**config.mk**
```make
export PLATFORM = sky130hd
export DESIGN_NAME = bus_arbiter_bcast_rr
export DESIGN_NICKNAME = d
export VERILOG_FILES = /design/src/rtl/bus_arbiter_bcast_rr.sv
export SDC_FILE = /design/constraint.sdc
export NUM_CORES = 1
export LEC_CHECK = 0
export BUFFER_PORTS_ARGS = -buffer_cell sky130_fd_sc_hd__buf_2
export CAP_MARGIN = 20
export CELL_PAD_IN_SITES_DETAIL_PLACEMENT = 0
export CELL_PAD_IN_SITES_GLOBAL_PLACEMENT = 1
export CORE_MARGIN = 2
export CORE_UTILIZATION = 43
export DETAILED_ROUTE_END_ITERATION = 8
export PLACE_DENSITY_LB_ADDON = 0.2
export SLEW_MARGIN = 20
export SYNTH_ARGS = -nofsm -noshare
export SYNTH_HDL_FRONTEND = slang
export SYNTH_SLANG_ARGS = --single-unit
```
**constraint.sdc**
```tcl
create_clock -name clk -period 6.1 [get_ports clk]
set_clock_uncertainty 0.15 [all_clocks]
set_input_delay 1.83 -clock clk [delete_from_list [all_inputs] [get_ports clk]]
set_output_delay 1.83 -clock clk [all_outputs]
set_load 0.05 [all_outputs]
```
**src/rtl/bus_arbiter_bcast_rr.sv**
```systemverilog
// -----------------------------------------------------------------------------
// bus_arbiter_bcast_rr
//
// Shared-bus arbiter between `drvrs` agent FIFOs. It picks one pending agent,
// pops its head packet, decodes the destination ID in the packet's top ID_W
// bits and pushes the packet to one agent (unicast) or to every agent except
// the source (broadcast). Packets that cannot be delivered are dropped.
// One packet moves every 4 cycles: IDLE -> POP -> CHECK -> PUSH -> IDLE.
//
// Ports:
//   clk       system clock, rising edge
//   reset     asynchronous, active-high reset
//   pndng     [drvrs]          agent i FIFO non-empty
//   D_pop     [drvrs*pckg_sz]  flat; slice i is the head of agent i FIFO
//   pop       [drvrs]          one-hot pop strobe to the agent FIFOs
//   push      [drvrs]          push strobe; multi-hot on broadcast
//   D_push    [pckg_sz]        shared bus data, held until the next CHECK
//   busy                       high while the FSM is outside IDLE
//   drop                       one-cycle pulse when a packet is discarded
//   pkt_cnt   [CNT_W]          delivered packets, saturating
//   drop_cnt  [CNT_W]          dropped packets, saturating
// -----------------------------------------------------------------------------
module bus_arbiter_bcast_rr #(
    parameter int                drvrs     = 4,
    parameter int                pckg_sz   = 16,
    parameter int                ID_W      = 8,
    parameter logic [ID_W-1:0]   broadcast = {ID_W{1'b1}},
    parameter int                MODE      = 0,
    parameter int                CNT_W     = 16
) (
    input  logic                       clk,
    input  logic                       reset,
    input  logic [drvrs-1:0]           pndng,
    input  logic [drvrs*pckg_sz-1:0]   D_pop,
    output logic [drvrs-1:0]           pop,
    output logic [drvrs-1:0]           push,
    output logic [pckg_sz-1:0]         D_push,
    output logic                       busy,
    output logic                       drop,
    output logic [CNT_W-1:0]           pkt_cnt,
    output logic [CNT_W-1:0]           drop_cnt
);

    localparam int IDX_W = $clog2(drvrs);
    localparam int SUM_W = IDX_W + 1;

    typedef enum logic [1:0] {
        IDLE  = 2'd0,
        POP   = 2'd1,
        CHECK = 2'd2,
        PUSH  = 2'd3
    } state_t;

    state_t               state,      state_nxt;
    logic [IDX_W-1:0]     rr_ptr,     rr_nxt;
    logic [IDX_W-1:0]     win,        win_nxt;
    logic [pckg_sz-1:0]   data,       data_nxt;
    logic                 delivered,  delivered_nxt;
    logic [drvrs-1:0]     pop_nxt;
    logic [drvrs-1:0]     push_nxt;
    logic [pckg_sz-1:0]   D_push_nxt;
    logic                 busy_nxt;
    logic                 drop_nxt;
    logic [CNT_W-1:0]     pkt_cnt_nxt;
    logic [CNT_W-1:0]     drop_cnt_nxt;

    logic [IDX_W-1:0]     grant;
    logic                 grant_found;
    logic [SUM_W-1:0]     cand;
    logic [ID_W-1:0]      dst;
    logic                 is_bcast;
    logic                 is_ucast;

    // -------------------------------------------------------------------------
    // Winner selection. Round-robin scans upward from rr_ptr with wrap-around;
    // fixed priority takes the lowest pending index.
    // -------------------------------------------------------------------------
    always_comb begin
        // NOTE: every signal written in a combinational block gets a default
        // first; a path that leaves one unassigned would infer a latch.
        grant       = '0;
        grant_found = 1'b0;
        cand        = '0;
        if (MODE == 0) begin
            for (int k = 0; k < drvrs; k++) begin
                cand = {1'b0, rr_ptr} + SUM_W'(k);
                if (cand >= SUM_W'(drvrs))
                    cand = cand - SUM_W'(drvrs);
                if (!grant_found && pndng[cand[IDX_W-1:0]]) begin
                    grant_found = 1'b1;
                    grant       = cand[IDX_W-1:0];
                end
            end
        end else begin
            for (int k = drvrs - 1; k >= 0; k--) begin
                if (pndng[k]) begin
                    grant_found = 1'b1;
                    grant       = IDX_W'(k);
                end
            end
        end
    end

    // Destination decode of the captured packet.
    assign dst      = data[pckg_sz-1 -: ID_W];
    assign is_bcast = (dst == broadcast);
    assign is_ucast = !is_bcast && (int'(dst) < drvrs) && (int'(dst) != int'(win));

    // -------------------------------------------------------------------------
    // Next-state and next-output logic. All outputs are registered from here.
    // -------------------------------------------------------------------------
    always_comb begin
        state_nxt     = state;
        rr_nxt        = rr_ptr;
        win_nxt       = win;
        data_nxt      = data;
        delivered_nxt = delivered;
        pop_nxt       = '0;
        push_nxt      = '0;
        drop_nxt      = 1'b0;
        D_push_nxt    = D_push;
        pkt_cnt_nxt   = pkt_cnt;
        drop_cnt_nxt  = drop_cnt;

        unique case (state)
            IDLE: begin
                if (grant_found) begin
                    pop_nxt[grant] = 1'b1;
                    win_nxt        = grant;
                    if (MODE == 0)
                        rr_nxt = (grant == IDX_W'(drvrs - 1)) ? '0 : grant + 1'b1;
                    state_nxt = POP;
                end
            end

            POP: begin
                // The pop strobe is already on the bus; capture the head the
                // FIFO is presenting, whether or not pndng is still high.
                for (int i = 0; i < drvrs; i++) begin
                    if (i == int'(win))
                        data_nxt = D_pop[i*pckg_sz +: pckg_sz];
                end
                state_nxt = CHECK;
            end

            CHECK: begin
                for (int i = 0; i < drvrs; i++) begin
                    if (is_bcast)
                        push_nxt[i] = (i != int'(win));
                    else if (is_ucast)
                        push_nxt[i] = (i == int'(dst));
                end
                delivered_nxt = is_bcast || is_ucast;
                if (!(is_bcast || is_ucast)) begin
                    drop_nxt = 1'b1;
                    if (drop_cnt != '1)
                        drop_cnt_nxt = drop_cnt + 1'b1;
                end
                D_push_nxt = data;
                state_nxt  = PUSH;
            end

            PUSH: begin
                if (delivered && pkt_cnt != '1)
                    pkt_cnt_nxt = pkt_cnt + 1'b1;
                state_nxt = IDLE;
            end

            default: state_nxt = IDLE;
        endcase

        // busy is registered, so it follows the state being entered.
        busy_nxt = (state_nxt != IDLE);
    end

    // -------------------------------------------------------------------------
    // State and output registers.
    // -------------------------------------------------------------------------
    always_ff @(posedge clk or posedge reset) begin
        // NOTE: sequential state uses non-blocking assignments so every
        // register samples its pre-edge value, independent of statement order.
        if (reset) begin
            state     <= IDLE;
            rr_ptr    <= '0;
            win       <= '0;
            data      <= '0;
            delivered <= 1'b0;
            pop       <= '0;
            push      <= '0;
            D_push    <= '0;
            busy      <= 1'b0;
            drop      <= 1'b0;
            pkt_cnt   <= '0;
            drop_cnt  <= '0;
        end else begin
            state     <= state_nxt;
            rr_ptr    <= rr_nxt;
            win       <= win_nxt;
            data      <= data_nxt;
            delivered <= delivered_nxt;
            pop       <= pop_nxt;
            push      <= push_nxt;
            D_push    <= D_push_nxt;
            busy      <= busy_nxt;
            drop      <= drop_nxt;
            pkt_cnt   <= pkt_cnt_nxt;
            drop_cnt  <= drop_cnt_nxt;
        end
    end

endmodule

```
==> impl_results.rst <==
.. list-table::
   :header-rows: 1

   * - Metric
     - Value
   * - Outcome
     - complete, no violations
   * - TritonCTS clock tree
     - yes
   * - Logic depth of the worst register-to-register path
     - 5
   * - Final critical path time including I/O delays and setup
     - roughly 3100 ps
   * - Clock root buffer master
     - sky130_fd_sc_hd__clkbuf_8
   * - Number of synthesis warnings
     - 0
   * - Overflow after GRT
     - 0
   * - Hold Path Origin
     - pkt_cnt[15]
   * - Highest metal layer with signal wires
     - met4
   * - Crit Reg-Reg Startpoint
     - win[1]
   * - Number of gates resized after cts
     - 0
   * - Final hold slack
     - around 340 ps
   * - Cell taking the most area after synthesis
     - sky130_fd_sc_hd__dfrtp_1
   * - Synthesized area divided by synthesized cell count
     - about 13 µm²
   * - Post-synth top cells
     - 81 x sky130_fd_sc_hd__dfrtp_1, 30 x sky130_fd_sc_hd__mux2_2, 24 x sky130_fd_sc_hd__nand2_1
   * - Total length of routed met3 wires
     - ~450 µm
   * - Wire length of the first global-routing pass
     - ~14 mm
   * - Register bit count reported by yosys
     - 81
   * - Number of max-cap violations
     - 0
   * - Worst endpoint required time
     - around 4100 ps
   * - Worst stage delay on the critical path
     - about 450 ps
   * - Part of the Yosys area used for sequential elements
     - 0.504
   * - Net count after synthesis
     - 400
   * - Clk network pwr share
     - 0.182
   * - Most common cell in the netlist
     - sky130_fd_sc_hd__dfrtp_1
   * - Power density over the cells
     - roughly 490 mW/mm²
   * - Largest net degree at the start of global routing
     - between 40 and 50
   * - HPWL reported at the end of detailed placement
     - about 6 mm
   * - Average routed wire per standard cell
     - around 15 µm
   * - Final Hold Fails
     - 0
   * - Final count of pins violating max slew
     - 0
   * - Finished layout cell area
     - ~0.005 mm²
   * - Final ANT Viol Nets
     - 0
   * - I/O Buffers
     - about 130
   * - Number of buffers on the longest clock path
     - 2
   * - Final period util
     - 0.506
   * - Area share of the leading cell type in the synthesized netlist
     - 0.504
   * - Cell count after synthesis
     - approximately 320
   * - Family with the most delay on the worst path
     - flip-flops
   * - Part of the total power dissipated in combinational logic
     - 0.458
   * - Total wire length
     - 8.29 mm
   * - Worst hold path depth
     - 1
   * - Async set-reset flop share out of synthesis
     - 1.00
   * - Setup repair after global routing missed its margin
     - no
   * - Worst setup SP type
     - flop
   * - Post-synth cell types
     - 49
   * - Start point of the critical path
     - drop_cnt[5]
   * - Starting utilization of the core area
     - 0.440
   * - Pre-antenna DRT Iters
     - 4
   * - Final weighted congestion of routability-driven global placement
     - about 0.78
   * - Die area
     - approximately 0.01 mm²
   * - Quantity of hold-fixing buffers added after cts
     - 0
   * - Switching share of total power
     - 0.423
   * - Total inserted antenna cells
     - 0
   * - Setup fix buffers added after clock tree synthesis
     - 0
   * - Total Nets Final
     - roughly 530
   * - Peak VDD IR
     - roughly 0.00034 V
   * - Number of top-level design ports
     - ~130
   * - Most instantiated flip-flop cell in the synthesis netlist
     - sky130_fd_sc_hd__dfrtp_1
   * - Clock latency reported for the late side of the worst-skew pair
     - 340 ps
   * - Leakage power summed over all cells
     - between 2 and 2.5 nW
   * - Number of failing setup endpoints in the final timing report
     - 0
   * - Main area contributors after synthesis
     - sky130_fd_sc_hd__dfrtp_1 50%, sky130_fd_sc_hd__mux4_2 9.0%, sky130_fd_sc_hd__mux2_2 8.4%
   * - Syn Std Cell Area
     - between 0.004 and 0.005 mm²
   * - Die X
     - between 100 and 150 µm
   * - Global-route usage over all layers
     - 0.178
   * - EDFF count, synth
     - 0
   * - Critical Path Fanout Max
     - 6
   * - CP Cell Sequence
     - buf_2
   * - Arrival time of the worst setup path
     - 1100 ps
   * - Clock sinks
     - 81
   * - Headroom to the max-slew limit
     - 0.330
   * - Core Footprint
     - ~0.0092 mm²
   * - Die height
     - slightly above 100 µm
   * - Crit Path Class
     - flop to output pin
   * - Logic depth of the worst setup path including buffers
     - 1
   * - Drt drc
     - 0
   * - Worst Setup End Kind
     - output pin
   * - Cell row count
     - 35
   * - Util after Layout
     - 0.544
   * - Met2 routed wirelength
     - between 3 and 4 mm
   * - CTS Buf Count
     - 9
   * - Met1 wire length
     - around 3.7 mm
   * - Class of the tightest hold or removal check
     - flop to flop
   * - Drt first-iter violations
     - 96
   * - Tightest Pin Transition
     - between 900 and 1000 ps
   * - Crit path buf inv count
     - 1
   * - Total via count after detailed routing
     - ~2,900
   * - Vias in the first global route
     - about 3,100
   * - Fmax
     - about 320 MHz
   * - Internal portion of total power
     - approximately 0.0014 W
   * - Average via count per standard cell
     - 5.24
   * - Total number of H-tree levels
     - 3
   * - Area added between synthesis and finish
     - 23.8%
   * - Share of power burned in registers
     - 0.360
   * - Clock slew at reported path FFs
     - ~80 ps
   * - Switching power of the nets
     - about 0.0010 W
   * - Share of layout cells above drive strength 1
     - 0.464
   * - Number of antenna violations at the first check in global routing
     - 0
   * - Post-detailed-placement cell area
     - ~0.0048 mm²
   * - Slowest library cell on the worst path
     - sky130_fd_sc_hd__dfrtp_1
   * - Setup tns final
     - 0 ps
## cell families after synthesis
kind of cell | Yosys count | synth area share
simple gates | 96 | 0.140
flops | 81 | 0.504
mux | 51 | 0.187
xor+xnor | 29 | 0.0631
buf+inv | 26 | 0.0274
compound gates | 25 | 0.0445
fa+ha+maj | 11 | 0.0342
## placed cells by master (no fill, tap or decap), types with 3 or more instances in the layout
cell / Yosys / layout
sky130_fd_sc_hd__bufinv_16: 0 / 3
sky130_fd_sc_hd__buf_2: 4 / 127
sky130_fd_sc_hd__xor2_1: 21 / 21
sky130_fd_sc_hd__inv_1: 13 / 12
sky130_fd_sc_hd__xnor2_1: 8 / 8
sky130_fd_sc_hd__nor3_1: 4 / 4
sky130_fd_sc_hd__mux2_1: 5 / 5
sky130_fd_sc_hd__mux2_2: 30 / 30
sky130_fd_sc_hd__nor4_1: 5 / 5
sky130_fd_sc_hd__mux4_2: 16 / 16
sky130_fd_sc_hd__and3_1: 10 / 10
sky130_fd_sc_hd__nor2_1: 11 / 11
sky130_fd_sc_hd__nand2_1: 24 / 24
sky130_fd_sc_hd__nand4_1: 6 / 6
sky130_fd_sc_hd__ha_1: 11 / 11
sky130_fd_sc_hd__buf_4: 2 / 3
sky130_fd_sc_hd__clkbuf_8: 0 / 9
sky130_fd_sc_hd__o21ai_0: 5 / 5
sky130_fd_sc_hd__a21oi_1: 6 / 6
sky130_fd_sc_hd__a31oi_1: 3 / 3
sky130_fd_sc_hd__nor4_2: 5 / 5
sky130_fd_sc_hd__nand3_1: 12 / 12
sky130_fd_sc_hd__dfrtp_1: 81 / 81
## per-layer routing
metal / global-route usage / up-vias
li1: - / 1407
met1: 0.232 / 1443
met2: 0.293 / 80
met3: 0.0368 / 12
met4: 0.0664 / 0
met5: 0 / -
## path summary, 6_finish.rpt
path	to	slack (ps)
hold reg to reg	pkt_cnt[15]	340
setup reg to reg	drop_cnt[1]	3350
max in group asynchronous	state[1]	3400
setup / recovery	drop_cnt[5]	3020
min in group asynchronous	pkt_cnt[10]	1410
hold / removal	pkt_cnt[15]	340
## registers in the layout (all words and copies together) (netlist names)
name	count
D_push	16
busy	1
data	16
delivered	1
drop	1
drop_cnt	16
pkt_cnt	16
pop	4
push	4
rr_ptr	2
state	2
win	2
## power by group through the flow
stage | Sequential [W] | Combinational (W) | Clock [W]
floorplan | 0.00119 | 0.000565 | 0
global placement | 0.000885 | 0.00112 | 0
detailed placement | 0.000893 | 0.00114 | 0
CTS | 0.000884 | 0.00114 | 0.000459
global route | 0.000913 | 0.00122 | 0.000479
finish | 0.000881 | 0.00112 | 0.000444
## through the flow
step / setup WS [ps] / power, W / instances
final: 3020 / 0.00245 / 561
after global routing: 2890 / 0.00261 / 561
after CTS: 3010 / 0.00248 / 561
after detailed placement: 2640 / 0.00203 / 548
after global placement: 2700 / 0.00201 / 548
after floorplan: 2040 / 0.00176 / 319
## final cells by class
cell class	count	area [µm²]
Sequential cell	81	2030
Clock buffer	9	124
Timing Repair Buffer	130	658
Inverter	14	53.8
Tap cell	111	139
Fill cell	855	4170
Multi-Input combinational cell	212	1890
Clock inverter	4	95.1
No activity file was read; power rests on OpenSTA's default activity.
